--- config.mk ---
export PLATFORM = sky130hd
export DESIGN_NAME = sram_port_arb_flat
export DESIGN_NICKNAME = d
export VERILOG_FILES = /design/src/rtl/sram_port_arb_if.sv /design/src/rtl/sram_port_arb.sv /design/src/flat_wrapper.sv
export SDC_FILE = /design/constraint.sdc
export NUM_CORES = 1
export LEC_CHECK = 0
export BUFFER_PORTS_ARGS = -buffer_cell sky130_fd_sc_hd__buf_2
export CAP_MARGIN = 20
export CORE_AREA = 4 4 105 107
export DETAILED_ROUTE_END_ITERATION = 16
export DIE_AREA = 0 0 109 111
export HOLD_SLACK_MARGIN = 0.03
export SYNTH_ARGS = -nofsm -noshare
export SYNTH_HDL_FRONTEND = slang
export SYNTH_SLANG_ARGS = --single-unit
--- constraint.sdc ---
create_clock -name sys_clk -period 2.2 [get_ports sys_clk]
set_input_delay 0.44 -clock sys_clk [delete_from_list [all_inputs] [get_ports sys_clk]]
set_output_delay 0.44 -clock sys_clk [all_outputs]
set_load 0.005 [all_outputs]
--- src/rtl/sram_port_arb_if.sv ---
// Signal bundle between the SRAM port arbiter, its requesters and the dual-port SRAM.
// slave = arbiter side, master = requesters plus SRAM side.
interface sram_port_arb_if #(
    parameter int unsigned NUM_REQ = 4,
    parameter int unsigned ADDR_W  = 14,
    parameter int unsigned DATA_W  = 16
);
    logic [NUM_REQ-1:0]         wr_req;
    logic [NUM_REQ*ADDR_W-1:0]  wr_addr;
    logic [NUM_REQ*DATA_W-1:0]  wr_data;
    logic [NUM_REQ-1:0]         wr_gnt;

    logic [NUM_REQ-1:0]         rd_req;
    logic [NUM_REQ*ADDR_W-1:0]  rd_addr;
    logic [NUM_REQ-1:0]         rd_gnt;
    logic                       rd_vld;
    logic [$clog2(NUM_REQ)-1:0] rd_id;
    logic [DATA_W-1:0]          rd_data;

    logic                       sram_en_a;
    logic [ADDR_W-1:0]          sram_addr_a;
    logic [DATA_W-1:0]          sram_data_a;
    logic                       sram_en_b;
    logic [ADDR_W-1:0]          sram_addr_b;
    logic [DATA_W-1:0]          sram_dout;

    modport slave (
        input  wr_req, wr_addr, wr_data, rd_req, rd_addr, sram_dout,
        output wr_gnt, rd_gnt, rd_vld, rd_id, rd_data,
        output sram_en_a, sram_addr_a, sram_data_a, sram_en_b, sram_addr_b
    );

    modport master (
        output wr_req, wr_addr, wr_data, rd_req, rd_addr, sram_dout,
        input  wr_gnt, rd_gnt, rd_vld, rd_id, rd_data,
        input  sram_en_a, sram_addr_a, sram_data_a, sram_en_b, sram_addr_b
    );
endinterface

--- src/rtl/sram_port_arb.sv ---
// Independent round-robin write/read arbiters in front of a dual-port SRAM, 1-cycle read return.
// Define SRAM_ARB_COLLISION_FWD_EN to forward write data to a same-cycle, same-address read.
module sram_port_arb #(
    parameter int unsigned NUM_REQ = 4,
    parameter int unsigned ADDR_W  = 14,
    parameter int unsigned DATA_W  = 16
) (
    input logic            sys_clk,
    input logic            sys_rst_n,
    sram_port_arb_if.slave bus
);
    localparam int unsigned IdW = $clog2(NUM_REQ);

    typedef logic [IdW-1:0] idx_t;
    typedef struct packed {
        logic hit;
        idx_t idx;
    } pick_t;

    // First requesting index at or after ptr, wrapping past NUM_REQ-1.
    function automatic pick_t rr_pick(logic [NUM_REQ-1:0] req, idx_t ptr);
        pick_t       p;
        int unsigned k;
        p = '0;
        for (int unsigned i = 0; i < NUM_REQ; i++) begin
            k = 32'(ptr) + i;
            if (k >= NUM_REQ) k = k - NUM_REQ;
            if (!p.hit && req[idx_t'(k)]) begin
                p.hit = 1'b1;
                p.idx = idx_t'(k);
            end
        end
        return p;
    endfunction

    function automatic idx_t ptr_after(idx_t idx);
        return (idx == idx_t'(NUM_REQ - 1)) ? '0 : idx + idx_t'(1);
    endfunction

    idx_t  wr_ptr_q, wr_ptr_d;
    idx_t  rd_ptr_q, rd_ptr_d;
    pick_t wr_pick, rd_pick;
    logic  rd_vld_q;
    idx_t  rd_id_q;

    always_comb begin
        wr_pick = rr_pick(bus.wr_req, wr_ptr_q);
        rd_pick = rr_pick(bus.rd_req, rd_ptr_q);
        if (!sys_rst_n) begin
            wr_pick.hit = 1'b0;
            rd_pick.hit = 1'b0;
        end
    end

    always_comb begin
        wr_ptr_d = wr_ptr_q;
        rd_ptr_d = rd_ptr_q;
        if (wr_pick.hit) wr_ptr_d = ptr_after(wr_pick.idx);
        if (rd_pick.hit) rd_ptr_d = ptr_after(rd_pick.idx);
    end

    always_comb begin
        bus.wr_gnt      = '0;
        bus.rd_gnt      = '0;
        bus.sram_en_a   = wr_pick.hit;
        bus.sram_addr_a = '0;
        bus.sram_data_a = '0;
        bus.sram_en_b   = rd_pick.hit;
        bus.sram_addr_b = '0;
        if (wr_pick.hit) begin
            bus.wr_gnt[wr_pick.idx] = 1'b1;
            bus.sram_addr_a = bus.wr_addr[32'(wr_pick.idx) * ADDR_W +: ADDR_W];
            bus.sram_data_a = bus.wr_data[32'(wr_pick.idx) * DATA_W +: DATA_W];
        end
        if (rd_pick.hit) begin
            bus.rd_gnt[rd_pick.idx] = 1'b1;
            bus.sram_addr_b = bus.rd_addr[32'(rd_pick.idx) * ADDR_W +: ADDR_W];
        end
    end

    always_ff @(posedge sys_clk) begin
        if (!sys_rst_n) begin
            wr_ptr_q <= '0;
            rd_ptr_q <= '0;
            rd_vld_q <= 1'b0;
            rd_id_q  <= '0;
        end else begin
            wr_ptr_q <= wr_ptr_d;
            rd_ptr_q <= rd_ptr_d;
            rd_vld_q <= rd_pick.hit;
            rd_id_q  <= rd_pick.idx;
        end
    end

    // Gating with the reset input keeps an in-flight read from surfacing once reset asserts.
    assign bus.rd_vld = rd_vld_q & sys_rst_n;
    assign bus.rd_id  = sys_rst_n ? rd_id_q : '0;

`ifdef SRAM_ARB_COLLISION_FWD_EN
    logic              wr_vld_q;
    logic [ADDR_W-1:0] wr_addr_q;
    logic [DATA_W-1:0] wr_data_q;
    logic [ADDR_W-1:0] rd_addr_q;

    always_ff @(posedge sys_clk) begin
        if (!sys_rst_n) begin
            wr_vld_q  <= 1'b0;
            wr_addr_q <= '0;
            wr_data_q <= '0;
            rd_addr_q <= '0;
        end else begin
            wr_vld_q  <= wr_pick.hit;
            wr_addr_q <= bus.sram_addr_a;
            wr_data_q <= bus.sram_data_a;
            rd_addr_q <= bus.sram_addr_b;
        end
    end

    // SRAM returns pre-write contents on a same-cycle collision; substitute the new data.
    assign bus.rd_data = (rd_vld_q && wr_vld_q && (wr_addr_q == rd_addr_q)) ? wr_data_q
                                                                             : bus.sram_dout;
`else
    assign bus.rd_data = bus.sram_dout;
`endif

endmodule

--- src/flat_wrapper.sv ---
// flat-port wrapper written by rule: the top's interface ports become plain ports
module sram_port_arb_flat 
#(
    parameter int unsigned NUM_REQ = 4,
    parameter int unsigned ADDR_W  = 14,
    parameter int unsigned DATA_W  = 16
)
  (sys_clk, sys_rst_n, bus_wr_req, bus_wr_addr, bus_wr_data, bus_rd_req, bus_rd_addr, bus_sram_dout, bus_wr_gnt, bus_rd_gnt, bus_rd_vld, bus_rd_id, bus_rd_data, bus_sram_en_a, bus_sram_addr_a, bus_sram_data_a, bus_sram_en_b, bus_sram_addr_b);
  sram_port_arb_if #(.NUM_REQ(NUM_REQ), .ADDR_W(ADDR_W), .DATA_W(DATA_W)) bus_i ();
  input logic sys_clk;
  input logic sys_rst_n;
  input wire logic [$bits(bus_i.wr_req)-1:0] bus_wr_req;
  input wire logic [$bits(bus_i.wr_addr)-1:0] bus_wr_addr;
  input wire logic [$bits(bus_i.wr_data)-1:0] bus_wr_data;
  input wire logic [$bits(bus_i.rd_req)-1:0] bus_rd_req;
  input wire logic [$bits(bus_i.rd_addr)-1:0] bus_rd_addr;
  input wire logic [$bits(bus_i.sram_dout)-1:0] bus_sram_dout;
  output wire logic [$bits(bus_i.wr_gnt)-1:0] bus_wr_gnt;
  output wire logic [$bits(bus_i.rd_gnt)-1:0] bus_rd_gnt;
  output wire logic [$bits(bus_i.rd_vld)-1:0] bus_rd_vld;
  output wire logic [$bits(bus_i.rd_id)-1:0] bus_rd_id;
  output wire logic [$bits(bus_i.rd_data)-1:0] bus_rd_data;
  output wire logic [$bits(bus_i.sram_en_a)-1:0] bus_sram_en_a;
  output wire logic [$bits(bus_i.sram_addr_a)-1:0] bus_sram_addr_a;
  output wire logic [$bits(bus_i.sram_data_a)-1:0] bus_sram_data_a;
  output wire logic [$bits(bus_i.sram_en_b)-1:0] bus_sram_en_b;
  output wire logic [$bits(bus_i.sram_addr_b)-1:0] bus_sram_addr_b;
  assign bus_i.wr_req = bus_wr_req;
  assign bus_i.wr_addr = bus_wr_addr;
  assign bus_i.wr_data = bus_wr_data;
  assign bus_i.rd_req = bus_rd_req;
  assign bus_i.rd_addr = bus_rd_addr;
  assign bus_i.sram_dout = bus_sram_dout;
  assign bus_wr_gnt = bus_i.wr_gnt;
  assign bus_rd_gnt = bus_i.rd_gnt;
  assign bus_rd_vld = bus_i.rd_vld;
  assign bus_rd_id = bus_i.rd_id;
  assign bus_rd_data = bus_i.rd_data;
  assign bus_sram_en_a = bus_i.sram_en_a;
  assign bus_sram_addr_a = bus_i.sram_addr_a;
  assign bus_sram_data_a = bus_i.sram_data_a;
  assign bus_sram_en_b = bus_i.sram_en_b;
  assign bus_sram_addr_b = bus_i.sram_addr_b;
  sram_port_arb #(.NUM_REQ(NUM_REQ), .ADDR_W(ADDR_W), .DATA_W(DATA_W)) u_core (.sys_clk(sys_clk), .sys_rst_n(sys_rst_n), .bus(bus_i));
endmodule
== Word-level counts from Yosys, hierarchy flattened ==
Index checks and enable logic that the tools add are counted.

* Register bits after elaboration: 7
* Bits in latches: 0
* Bits in writable memories: 0
* Bits in read-only memories: 0
* Input bits: 202
* Output and inout bits: 73
* Word-level logic and storage cells: 108
* Memories: 0

* Add/sub/neg operators: 16
* Multiply operators: 2
* Div/mod/pow operators: 0
* Order comparisons: 20
* Equality and inequality tests: 2
* Shifts and indexed selects: 3
* Mux-type cells: 46
* Bitwise operators: 1
* Reduce and logical (&&, ||, !) cells: 14

{| class="wikitable"
|+ Operators by type and width
! operator !! number
|-
| $shiftx 56x7->14 || 2
|-
| $shiftx 64x7->16 || 1
|-
| $lt 2x3->1 const B || 10
|-
| $mux 14 || 2
|-
| $mux 3 || 8
|-
| $mux 2 || 11
|-
| $ge 3x3->1 const B || 6
|-
| $bmux 1 s2 || 8
|-
| $mux 16 || 1
|-
| $sub 2x1->2 const B || 8
|-
| $add 2x2->3 const B || 4
|-
| $mux 1 || 12
|-
| $mul 2x3->5 const B || 2
|-
| $logic_and 1x1->1 || 8
|-
| $mux 4 || 2
|-
| $add 2x1->3 const B || 2
|-
| $ge 2x3->1 const B || 2
|-
| $logic_not 1->1 || 6
|-
| $add 2x1->2 const B || 2
|-
| $demux 1 s2 || 2
|-
| $eq 2x2->1 const B || 2
|-
| $ge 2x1->1 const B || 2
|-
| $and 1x1->1 || 1
|}

== Logic depth before layout (Yosys ltp) ==
Gate-level depths: netlist (run 1).

* Depth in word-level cells: 19
* Mapped depth: 8
* Mapped depth without buffers: 6

== Least setup slack after synthesis (run 1) ==
OpenSTA, ideal clock, no wires.

* Path type: in2out
* From: input bus_rd_req[3]
* To: output bus_sram_addr_b[10]
* Arrival: 1.535 ns
* Required time: 1.760 ns
* Setup slack: 0.225 ns
* Stages: 6
* Buffers on the path: 2
* Path through: buf_2 o41ai_2 inv_2 nand2_4 buf_6 o22ai_2

* Elaborated cells between the ends (all ways): 22
* Those cells by class: mul: 1; shift: 1; mux: 14; reduce/logical: 6

{| class="wikitable"
|+ RTL lines
! item !! line !! RTL
|-
| from (decl) || flat_wrapper.sv:15 || <nowiki>input wire logic [$bits(bus_i.rd_req)-1:0] bus_rd_req;</nowiki>
|-
| $bmux 1 s2 || sram_port_arb.sv:28 || <nowiki>if (!p.hit && req[idx_t'(k)]) begin</nowiki>
|-
| $mux 1 (not written as such) || sram_port_arb.sv:28 ||
|-
| $mux 3 || sram_port_arb.sv:28 ||
|-
| $logic_not 1->1 || sram_port_arb.sv:28 ||
|-
| $logic_and 1x1->1 || sram_port_arb.sv:28 ||
|-
| $mux 3 || sram_port_arb.sv:28 ||
|-
| $logic_not 1->1 || sram_port_arb.sv:28 ||
|-
| $logic_and 1x1->1 || sram_port_arb.sv:28 ||
|-
| $mux 3 || sram_port_arb.sv:28 ||
|-
| $logic_not 1->1 || sram_port_arb.sv:28 ||
|-
| $logic_and 1x1->1 || sram_port_arb.sv:28 ||
|-
| $mux 3 * || sram_port_arb.sv:28 ||
|-
| $mux 1 * || sram_port_arb.sv:49 || <nowiki>if (!sys_rst_n) begin</nowiki>
|-
| net bus_sram_en_b || flat_wrapper.sv:26 || <nowiki>output wire logic [$bits(bus_i.sram_en_b)-1:0] bus_sram_en_b;</nowiki>
|-
| $mux 14 * || sram_port_arb.sv:75 || <nowiki>if (rd_pick.hit) begin</nowiki>
|-
| to (decl) || flat_wrapper.sv:27 || <nowiki>output wire logic [$bits(bus_i.sram_addr_b)-1:0] bus_sram_addr_b;</nowiki>
|}

Mark *: on every way through the listed nets, which the timed path passes. The rest lies on a longest branch. The select of a mux whose other input is x is not followed.

== Final worst setup path (run 1) ==
* From: register u_core.wr_ptr_q[1]
* To: output bus_sram_addr_a[13]

* Longest elaborated chain between the ends: 17
* Elaborated cells between the ends (all ways): 37
* Those cells by class: add/sub: 7; mul: 1; order compare: 4; shift: 1; mux: 18; reduce/logical: 6

{| class="wikitable"
|+ Ends and longest elaborated chain
! item !! line !! RTL
|-
| from (decl) || sram_port_arb.sv:40 || <nowiki>idx_t wr_ptr_q, wr_ptr_d;</nowiki>
|-
| from (signal assigned) || sram_port_arb.sv:88 || <nowiki>wr_ptr_q <= wr_ptr_d;</nowiki>
|-
| parallel branches: the longest is 13 deep, another holds $add 2x1->3 || -- ||
|-
| $mux 3 * || sram_port_arb.sv:28 ||
|-
| $mul 2x3->5 || sram_port_arb.sv:72 || <nowiki>bus.sram_addr_a = bus.wr_addr[32'(wr_pick.idx) * ADDR_W +: ADDR_W];</nowiki>
|-
| $shiftx 56x7->14 || sram_port_arb.sv:72 ||
|-
| $mux 14 * || sram_port_arb.sv:70 || <nowiki>if (wr_pick.hit) begin</nowiki>
|-
| to (decl) || flat_wrapper.sv:24 || <nowiki>output wire logic [$bits(bus_i.sram_addr_a)-1:0] bus_sram_addr_a;</nowiki>
|}

Mark *: on every way between the ends. The select of a mux whose other input is x is not followed.

==> impl.org, run 1 <==
** Layout
- Non-filler instance count after layout :: roughly 630
- Antenna diodes :: 0
- Commonest non-fill, non-tap cell in the layout :: buf_2
- At the end of the flow the core is filled with cells to 0.401.
- From synthesis to final layout, the design area changed by 89.7%.
- Most frequent cells in the layout :: buf_2 (241), mux2i_1 (73), o22ai_1 (30)
- After the last flow step, the layout net total stands at 700.
- Of the cells placed in the final design, the portion with a size suffix greater than 1 is 0.710.

** Critical path
- The critical path is of the register to primary output type.
- Data on the critical path is required at its endpoint by 1.76 ns.
- Crit path DAT :: 1.85 ns
- STA classifies the critical path startpoint as a register.
- Critical Path End Type :: primary output
- Along the worst path, the maximum fanout reaches 6.

** Global routing
- The number of global-route vias before repair was roughly 3000.
- Remaining Overflow, GRT :: 0
- In the global route stage, met1 resource usage came out at 0.148.
- The initial antenna violation count is 0.
- Met2 Track Usage GR :: 0.298
- Entering global routing, the biggest net connects 31 pins.
- After global routing, the most crowded layer is met2.
- For met3 alone, demand over resource in global routing was 0.0245.
- The first global-routing pass estimated approximately 14000 µm of wire.
- GR Util All Layers :: 0.145

** STA
- Final Max Tran Viols :: 0
- The final count of hold timing violations was 0.
- The clock arrives with 0.00306 ns of skew.
- Final setup violation count :: 31
- Worst Tran Pin Value :: 0.350 ns
- Final Cycle Share :: 1.04
- Smallest setup slack after layout :: -0.0950 ns
- Unrepaired setup endpoints after global routing :: yes
- In this run the tightest slew margin relative to its limit is 0.764.
- Derived from the worst setup path, the maximum achievable clock frequency is 0.436 GHz.
- Final period demand of the worst path :: 2.29 ns

** Power and ir drop
- Total design power :: slightly below 2 mW
- Maximum VDD drop :: 0.186 mV
- In this run the power density over the cells is 478 nW/µm².
- Leakage dissipation :: 2.16 nW

** Routing
- Summed over all layers, the routed wires come to 9970 µm.
- Post-route antenna net violation count :: 0
- After detailed routing, the number of vias per cell comes to between 4 and 5.
- Number of optimization iterations in the first detailed-route pass :: 4
- Via count :: 2890
- After detailed routing, the average wire length per cell comes to 15.8 µm.
- In the routed design, unresolved DRC markers number 0.
- After the first detailed-routing iteration, the DRC count stood at 117.

** Clock network
- Root buffer selected by CTS :: clkbuf_8
- Latest clock arrival within the worst-skew pair :: around 0.23 ns
- Total CTS buffers :: 3
- In this run the number of H-tree levels came out at 1.
- The tree built by TritonCTS fans out to 7 sinks.
- Max clock buf depth :: 2
- Clock-pin slew was measured on the worst setup and hold paths at 0.04 ns.
- TritonCTS built the clock tree.

** Synthesis
- Sequential area share after synthesis :: 0.0654
- Post-Syn Area per Cell :: slightly below 9 µm²
- Syn nets :: 447
- Summing every instance area after synthesis gives between 2000 and 2500 µm².
- Yosys warns :: 0
- Number of different library cells in the post-synthesis netlist :: 36
- After synthesis the netlist holds a flip-flop and latch count of 7.
- Cell count after synthesis :: between 200 and 250

** Floorplanning
- Overall die width :: 109 µm
- Die outline height :: 111 µm
- Floorplan die area :: 12100 µm²
- Pin placement for this block handled 275 I/O pins.
- Placeable Area :: 10100 µm²
- The initial utilization of the core area, before any placement, comes to 0.211.
- In this run the core area contains 37 standard-cell rows.

** Worst hold path
- In this run the worst hold path is classified as primary input to register.

** Placed design
- Summed over all nets, the half-perimeter wirelength after detailed placement is 7510 µm.
- IO Port Bufs :: around 240
- The number of placed instances, taps included, is 612.
- At the end of routability-driven placement, the weighted congestion stood at 0.955.
- Prior to clock tree synthesis, the placed netlist has a worst setup slack of -0.206 ns.

** Run
- Max-cap violations in this run came to 0.

** Status
- The final reports fail on setup timing.
- The run finished, with violations left.
## power breakdown
group | switching [mW] | total, mW | leakage, nW | internal, mW
Clock | 0.0554 | 0.181 | 0.0228 | 0.125
Combinational | 0.702 | 1.60 | 2.07 | 0.900
Sequential | 0.0149 | 0.161 | 0.0594 | 0.146
## synthesized netlist by cell type, drive strengths merged
cell / number / area [µm²]
o221ai: 1 / 26.3
inv: 9 / 33.8
o21ai: 5 / 28.8
a21o: 1 / 7.51
dfxtp: 7 / 140
o22a: 1 / 8.76
nand2b: 3 / 21.3
or3: 1 / 6.26
nor4: 1 / 12.5
and3: 3 / 18.8
nor3b: 1 / 12.5
a21boi: 1 / 18.8
o41ai: 1 / 16.3
mux2i: 89 / 891
nor2: 5 / 18.8
a211oi: 1 / 12.5
nor2b: 4 / 27.5
nand2: 5 / 33.8
nor3: 3 / 20.0
buf: 35 / 312
a21oi: 6 / 30.0
and2b: 1 / 7.51
o22ai: 45 / 338
ha: 4 / 50.1
and2: 8 / 50.1
## metrics by stage
step	hold slack, ns	cell area [µm²]	setup TNS [ns]
2_1_floorplan	0.494	2140	0
3_3_place_gp	0.531	3480	-1.80
3_5_place_dp	0.540	3480	-2.82
4_1_cts	0.589	4000	-1.40
5_1_grt	0.619	4060	-4.39
6_report	0.594	4060	-1.08
## critical path, cell delays in order (launching register included)
cell and delay, ns:
dfxtp_1 0.30, a21o_1 0.22, a21oi_4 0.18, o22a_4 0.20, buf_12 0.12, buf_8 0.13, mux2i_4 0.26, o22ai_2 0.08
buf_2 0.13
## area by class of cell
class | instances | area (µm²)
inverters | 9 | 36.3
repair buffers | 281 | 1710
well taps | 136 | 170
clock buffers | 4 | 45.0
flip-flops and latches | 7 | 146
fillers | 991 | 6080
multi-input cells | 192 | 1950
## cells by family after synthesis
group,count (synthesis),synth area share
AOI/OAI and AO/OA,62,0.227
and+or+nand+nor,35,0.107
adders and majority gates,4,0.0234
muxes,89,0.416
DFF,7,0.0654
buffers and inverters,44,0.161
## repair_timing
| action | in CTS | in global routing |
|---|---|---|
| hold buffers | 0 | 0 |
| pin swaps | 19 | 13 |
| gates resized for setup | 59 | 20 |
| endpoints found under the setup margin | 48 | 49 |
| gates cloned | 7 | 0 |
| setup buffers | 7 | 1 |
## state kept, by name, indices dropped and copies added, names as in the netlist
| name | flops |
|---|---|
| u_core.rd_id_q | 2 |
| u_core.rd_ptr_q | 2 |
| u_core.wr_ptr_q | 2 |
| u_core.rd_vld_q | 1 |
## worst paths after layout
kind | from | to | slack, ns | cells after the start
worst min register to register | u_core.rd_ptr_q[0] | u_core.rd_ptr_q[0] | 0.61 | 3
worst min-delay path | sys_rst_n | u_core.rd_ptr_q[1] | 0.59 | 3
worst max register to register | u_core.wr_ptr_q[0] | u_core.wr_ptr_q[1] | 0.65 | 8
worst max-delay path | u_core.wr_ptr_q[1] | bus_sram_addr_a[13] | -0.09 | 8
## routing by layer
layer / up-vias / share of wire
li1: 1410 / -
met1: 1278 / 0.34
met2: 186 / 0.55
met3: 16 / 0.10
met4: 0 / 0.0078
met5: - / 0
(Power assumes the default switching activity.)
==> inputs of run 2 (changes only) <==
--- a/config.mk
+++ b/config.mk
@@ -11,6 +11,7 @@
 export DETAILED_ROUTE_END_ITERATION = 16
 export DIE_AREA = 0 0 109 111
 export HOLD_SLACK_MARGIN = 0.03
+export PLACE_DENSITY = 0.55
 export SYNTH_ARGS = -nofsm -noshare
 export SYNTH_HDL_FRONTEND = slang
 export SYNTH_SLANG_ARGS = --single-unit
==> run 2 against run 1 <==
The run still ends with setup timing left. Sequential power up 3%. Utilization up 1.1 points. Die area unchanged. Global-route usage up 0.40 points. Sequential share of layout area up 0.056 points. Clock power about the same. Register-to-register slack worse by 0.07 ns. Non-clock buffer count down 1. Final cell count down 0.16%. Routed wire length down 0.96%.
==> impl.org, run 2 (synthesized netlist as in run 1, its figures left out) <==
** STA
- The worst max-slew margin expressed relative to the limit came to 0.779 (+0.0147).
- Maximum achievable frequency :: 0.437 GHz (+0.27%)
- Setup repair after global routing could not meet its margin everywhere.
- Final Max Tran Viols :: 0 (unchanged)
- Setup skew after layout :: 0.00160 ns (-0.00146 ns)
- Final Hold Fails :: 0 (unchanged)
- The shortest period the worst path allows was 2.29 ns (-0.00627 ns).
- Smallest setup slack after layout :: -0.0887 ns (+0.00627 ns)
- Final setup violation count :: 42 (+35%)
- The actual transition at the worst max-transition pin came to 0.329 ns (-0.0218 ns).
- Final Cycle Share :: 1.04 (-0.00285)
- The total negative slack for setup checks was -1.28 ns (-0.200 ns).

** Floorplanning
- The number of cell rows came to 37 (unchanged).
- The die outline height is 111 µm (unchanged).
- Initial core utilization :: 0.211 (unchanged)
- The die boundary width came to 109 µm (unchanged).
- Floorplan die area :: 12100 µm² (unchanged)
- The number of primary I/O pins is 275 (unchanged).
- Placeable Area :: 10100 µm² (unchanged)

** Critical path
- Sum of buffers and inverters on the critical path :: 4 (+1)
- STA classifies the critical path startpoint as a primary input.
- CP Max Fanout :: 5 (-1)
- On the critical path, the stage with the largest delay is an instance of mux2i_1.
- The data arrival time of the critical path came to 1.85 ns (about the same).
- The worst setup path is captured at a primary output.
- By startpoint and endpoint, the worst setup path is classified as primary input to primary output.
- CP dominant cell by count :: buf_6
- The highest cell delay on the worst timing path was 0.24 ns (-0.06 ns).
- Sequence of cells on the critical path :: buf_6 -> a21o_1 -> a21oi_4 -> buf_6 -> o22a_4 -> buf_6 -> mux2i_1 -> o22ai_2 -> buf_2
- Among cell families on the critical path, the largest total delay comes from compound AO/OA/AOI/OAI gates.
- The critical path required time was 1.76 ns (about the same).

** Global routing
- Number of antenna violations at the first check in global routing :: 0 (unchanged)
- Number of global-route vias before repair :: 3065 (+4.7%)
- The sum of overflow across all layers after global routing is 0 (unchanged).
- Wire length of the first global-routing pass :: 14600 µm (+2.9%)
- Maximum number of pins on one net before global-route repair :: 23 (-26%)
- GR Util All Layers :: 0.149 (+0.00400)

** Routing
- The total vias in the final route was 2876 (-0.48%).
- The number of antenna-violating nets in the routed design came to 0 (unchanged).
- Routed length per placed instance :: 15.7 µm (-0.81%)
- Wirelength, routed :: 9870 µm (-0.96%)
- Detailed-route vias per instance :: 4.58 (-0.33%)
- The number of DRC violations after detailed routing came to 0 (unchanged).
- Number of optimization iterations in the first detailed-route pass :: 4 (unchanged)
- The number of design-rule violations left by the first detailed-router iteration is 94 (-20%).

** Clock network
- CTS tree :: built
- The clock tree buffer depth was 2 (unchanged).
- Root buffer selected by CTS :: clkbuf_8
- Latest clock arrival within the worst-skew pair :: 0.23 ns (about the same)
- The H-tree depth came to 1 (unchanged).
- The clock-pin slew reported for the worst setup and hold paths after clock tree synthesis was 0.04 ns (about the same).
- The number of clock sinks came to 7 (unchanged).
- The number of clock buffers inserted by TritonCTS came to 3 (unchanged).

** Placed design
- IO Port Bufs :: 242 (unchanged)
- The final estimated routing congestion in global placement is 0.864 (-9.4%).
- DP HPWL :: 7530 µm (+0.30%)
- The placement-stage worst setup slack is -0.146 ns (+0.0603 ns).

** Layout
- Commonest non-fill, non-tap cell in the layout :: buf_2
- Antenna diodes :: 0 (unchanged)
- Growth of design area from synthesis to finish :: 94.7%
- In the final layout, the registers with the most flip-flops are u_core.rd_id_q: 2 flops, u_core.rd_ptr_q: 2 flops, u_core.wr_ptr_q: 2 flops.
- The library cells used most frequently in the layout, excluding fill and tap cells, are buf_2 (236), mux2i_1 (75), o22ai_1 (28).
- The number of nets at the end of the flow is 699 (-0.14%).
- The layout cell share with drive strength beyond 1 was 0.732 (+0.0218).

** Status
- The checks that failed: setup timing.
- Result of the run :: finished, violations left

** Power and ir drop
- The cell area power density is 472 nW/µm² (-1.2%).
- Leakage dissipation :: 2.19 nW (+1.5%)
- Maximum VDD drop :: 0.206 mV (+11%)

** Run
- Maximum Capacitance Violations :: 0 (unchanged)

** Worst hold path
- Worst hold-check path type :: register to register
## run 2: cell count changes in the layout (fill, tap and decap cells not counted), sizes merged
cell / delta
clkinv: +1
bufbuf: +1
inv: -1
buf: -4
clkbuf: +2
## run 2: tightest hold or removal path: stages, from the launching register on
cell	delay, ns
dfxtp_2	0.33
a21oi_1	0.12
nor2b_1	0.05
## run 2: final timing paths
kind / startpoint / end / slack, ns / depth (start not counted)
worst max-delay path: bus_wr_req[0] / bus_sram_data_a[11] / -0.09 / 9
worst min-delay path: u_core.rd_ptr_q[0] / u_core.rd_ptr_q[0] / 0.54 / 2
worst max register to register: u_core.wr_ptr_q[0] / u_core.wr_ptr_q[1] / 0.58 / 8
worst min register to register: u_core.rd_ptr_q[0] / u_core.rd_ptr_q[0] / 0.54 / 2
## run 2: metrics by stage
stage          std cells  hold WS (ns)  total power, mW  instance area [µm²]  utilization
2_1_floorplan        241         0.494            0.934                 2140            -
3_3_place_gp         614         0.532             1.39                 3500        0.345
3_5_place_dp         614         0.538             1.41                 3500        0.345
4_1_cts              628         0.533             1.92                 4040        0.398
5_1_grt              628         0.553             2.11                 4170        0.411
6_report             628         0.536             1.97                 4170        0.411
## run 2: repair_timing
| item | CTS | global route |
|---|---|---|
| hold buffers | 0 | 0 |
| pin swaps | 14 | 22 |
| endpoints found under the setup margin | 49 | 52 |
| cloned | 6 | 1 |
| gates resized for setup | 74 | 30 |
| buffers inserted | 5 | 0 |
## run 2: layout make-up
class	count	area [µm²]
repair buffers	280	1740
multi-input cells	192	2000
well taps	136	170
clock buffers	4	45.0
flip-flops and latches	7	153
fillers	1001	5970
inverters	9	56.3
## run 2: report_power, final
part           internal [mW]  switching [mW]  total, mW  leakage (nW)
Combinational          0.906           0.717       1.62          2.10
Sequential             0.148          0.0178      0.166        0.0603
Clock                  0.125          0.0562      0.182        0.0228
Total                   1.18           0.791       1.97          2.19
## run 2: routing by layer
metal	GRT usage	wire, µm	up-vias
met1	0.161	3520	1275
li1	-	-	1415
met4	0.0295	117	0
met3	0.0268	1040	16
met5	0	0	-
met2	0.292	5200	170
==> inputs of run 3 (changes only) <==
--- a/config.mk
+++ b/config.mk
@@ -7,11 +7,14 @@
 export LEC_CHECK = 0
 export BUFFER_PORTS_ARGS = -buffer_cell sky130_fd_sc_hd__buf_2
 export CAP_MARGIN = 20
-export CORE_AREA = 4 4 105 107
+export CELL_PAD_IN_SITES_DETAIL_PLACEMENT = 0
+export CELL_PAD_IN_SITES_GLOBAL_PLACEMENT = 2
+export CORE_ASPECT_RATIO = 2
+export CORE_MARGIN = 4
+export CORE_UTILIZATION = 15
 export DETAILED_ROUTE_END_ITERATION = 16
-export DIE_AREA = 0 0 109 111
 export HOLD_SLACK_MARGIN = 0.03
-export PLACE_DENSITY = 0.55
+export PLACE_DENSITY = 0.81
 export SYNTH_ARGS = -nofsm -noshare
 export SYNTH_HDL_FRONTEND = slang
 export SYNTH_SLANG_ARGS = --single-unit
==> run 3 against run 2 <==
The flow still finishes with violations (setup timing). Clock power rose by 71%. Clock skew rose by 0.0022 ns. Via count rose by 3.6%. Largest cell class unchanged.
==> impl.org, run 3 (synthesized netlist as in run 1, its figures left out) <==
** Power and ir drop
- The peak ir drop on the vdd network is 0.511 mV (+150%).
- Leakage dissipation :: 2.22 nW (+1.3%)
- PD cells :: 498 nW/µm² (+5.3%)
- The overall power is 2.12 mW (+7.7%).

** Critical path
- CP Max Fanout :: 6 (+1)
- The critical path required time was 1.76 ns (about the same).
- Crit Path Class :: register to primary output
- The data arrival time of the critical path is 1.88 ns (+0.03 ns).
- Startpoint type of the worst setup path :: register
- Critical Path End Type :: primary output

** Floorplanning
- The initial core utilization is 0.153 (-0.0579).
- Floorplan die area :: 16400 µm² (+35%)
- Overall die width :: 92.5 µm (-15%)
- Placeable Area :: 14000 µm² (+38%)
- The number of primary I/O pins came to 275 (unchanged).
- The number of cell rows is 61 (+65%).
- The die outline height was 177 µm (+59%).

** Clock network
- Max clock buf depth :: 2 (unchanged)
- TritonCTS sink count :: 7 (unchanged)
- CTS tree :: built
- Latest clock arrival within the worst-skew pair :: 0.23 ns (about the same)
- Number of H-tree levels :: 1 (unchanged)
- Total CTS buffers :: 3 (unchanged)
- The hold-fix buffer count after cts was 0 (unchanged).
- The tree is rooted in a clkbuf_16.
- The clock-pin slew reported for the worst setup and hold paths after clock tree synthesis is 0.04 ns (about the same).

** Status
- Violations in the final reports :: setup timing
- The flow ran to the end, but the final reports show violations.

** STA
- Final setup violation count :: 40 (-4.8%)
- Final period demand of the worst path :: 2.32 ns (+0.0328 ns)
- Unrepaired setup endpoints after global routing :: yes
- The final clock period utilization by the worst path was 1.06 (+0.0149).
- Smallest setup slack after layout :: -0.122 ns (-0.0328 ns)
- The final count of hold timing violations is 0 (unchanged).
- The final clock skew is 0.00378 ns (+0.00218 ns).
- Hold WS :: 0.530 ns (-0.00589 ns)
- The actual transition at the worst max-transition pin came to 0.376 ns (+0.0473 ns).
- The worst max-slew margin expressed relative to the limit was 0.749 (-0.0296).
- Final Max Tran Viols :: 0 (unchanged)
- Maximum achievable frequency :: 0.431 GHz (-1.4%)

** Layout
- The largest registers in the layout are u_core.rd_id_q: 2 flops, u_core.rd_ptr_q: 2 flops, u_core.wr_ptr_q: 2 flops.
- Commonest non-fill, non-tap cell in the layout :: buf_2
- The number of nets at the end of the flow came to 707 (+1.1%).
- Antenna diodes :: 0 (unchanged)
- Most frequent cells in the layout :: buf_2 (239), mux2i_1 (75), o22ai_1 (33)
- The area growth from synthesis to layout is 99.1%.
- The layout cell share with drive strength beyond 1 came to 0.710 (-0.0217).
- Area of all placed cells without fillers :: 4270 µm² (+2.2%)

** Routing
- Number of optimization iterations in the first detailed-route pass :: 4 (unchanged)
- Via count :: 2979 (+3.6%)
- Wirelength, routed :: 11300 µm (+14%)
- The number of design-rule violations left by the first detailed-router iteration was 46 (-51%).
- DRC viols :: 0 (unchanged)
- Detailed-route vias per instance :: 4.32 (-5.6%)
- The mean routed wirelength per cell came to 16.4 µm (+4.3%).
- Post-route antenna net violation count :: 0 (unchanged)

** Worst hold path
- Worst hold-check path type :: register to register

** Global routing
- GR Util All Layers :: 0.119 (-0.0302)
- Wire length of the first global-routing pass :: 15300 µm (+5.2%)
- The initial antenna violation count was 1 (+1).
- The number of global-route vias before repair is 3167 (+3.3%).
- The largest net degree at the start of global routing is 31 (+35%).
- The sum of overflow across all layers after global routing came to 0 (unchanged).

** Placed design
- The placement-stage cell area came to 3590 µm² (+2.6%).
- Pre-CTS WS :: -0.202 ns (-0.0566 ns)
- DP HPWL :: 8260 µm (+9.6%)
- The final estimated routing congestion in global placement is 0.746 (-14%).
- The number of I/O port buffers is 242 (unchanged).

** Run
- Maximum Capacitance Violations :: 0 (unchanged)
## run 3: report_power, final
part | leakage, nW | internal, mW | total [mW] | switching (mW)
clock | 0.0382 | 0.241 | 0.312 | 0.0711
sequential | 0.0600 | 0.147 | 0.161 | 0.0147
combinational | 2.12 | 0.919 | 1.65 | 0.729
total | 2.22 | 1.31 | 2.12 | 0.815
## run 3: metal layers
layer  vias up  share of wire  routed length (µm)  GRT usage
li1       1424              -                   -          -
met1      1313           0.30                3370      0.101
met2       218           0.56                6350      0.250
met3        22           0.12                1330     0.0366
met4         2          0.020                 230     0.0347
met5         -        0.00062                   7          0
## run 3: repair_timing
action | 4_1_cts | 5_1_grt
setup endpoints to repair | 48 | 51
gates cloned | 7 | 3
buffers inserted | 5 | 5
pin swaps | 15 | 23
resized for setup | 42 | 34
## run 3: worst paths after layout
kind | start | endpoint | slack [ns] | cells past startpoint
worst max-delay path | u_core.rd_ptr_q[0] | bus_sram_addr_b[2] | -0.12 | 8
worst min-delay path | u_core.rd_ptr_q[0] | u_core.rd_ptr_q[0] | 0.53 | 2
worst max register to register | u_core.wr_ptr_q[0] | u_core.wr_ptr_q[1] | 0.48 | 9
worst min register to register | u_core.rd_ptr_q[0] | u_core.rd_ptr_q[0] | 0.53 | 2
## run 3: critical path: stages, from the launching register on
cell,delay (ns)
dfxtp_2,0.34
and2b_1,0.21
o21ai_2,0.18
o221ai_4,0.15
buf_12,0.17
buf_4,0.14
mux2i_4,0.18
o22ai_1,0.14
buf_2,0.13
## run 3: layout make-up
cell class	instances	area [µm²]
inverter	9	41.3
sequential	7	150
multi-input combinational	192	1910
tap	189	236
clock buffer	4	78.8
fill	1471	9700
timing repair buffer	288	1850
## run 3: metrics by stage
step	TNS [ns]	util	cells
4_1_cts	-2.63	0.291	683
3_5_place_dp	-2.36	0.257	667
2_1_floorplan	0	-	241
5_1_grt	-6.61	0.305	689
6_report	-2.17	0.305	689
3_3_place_gp	-1.57	0.257	667
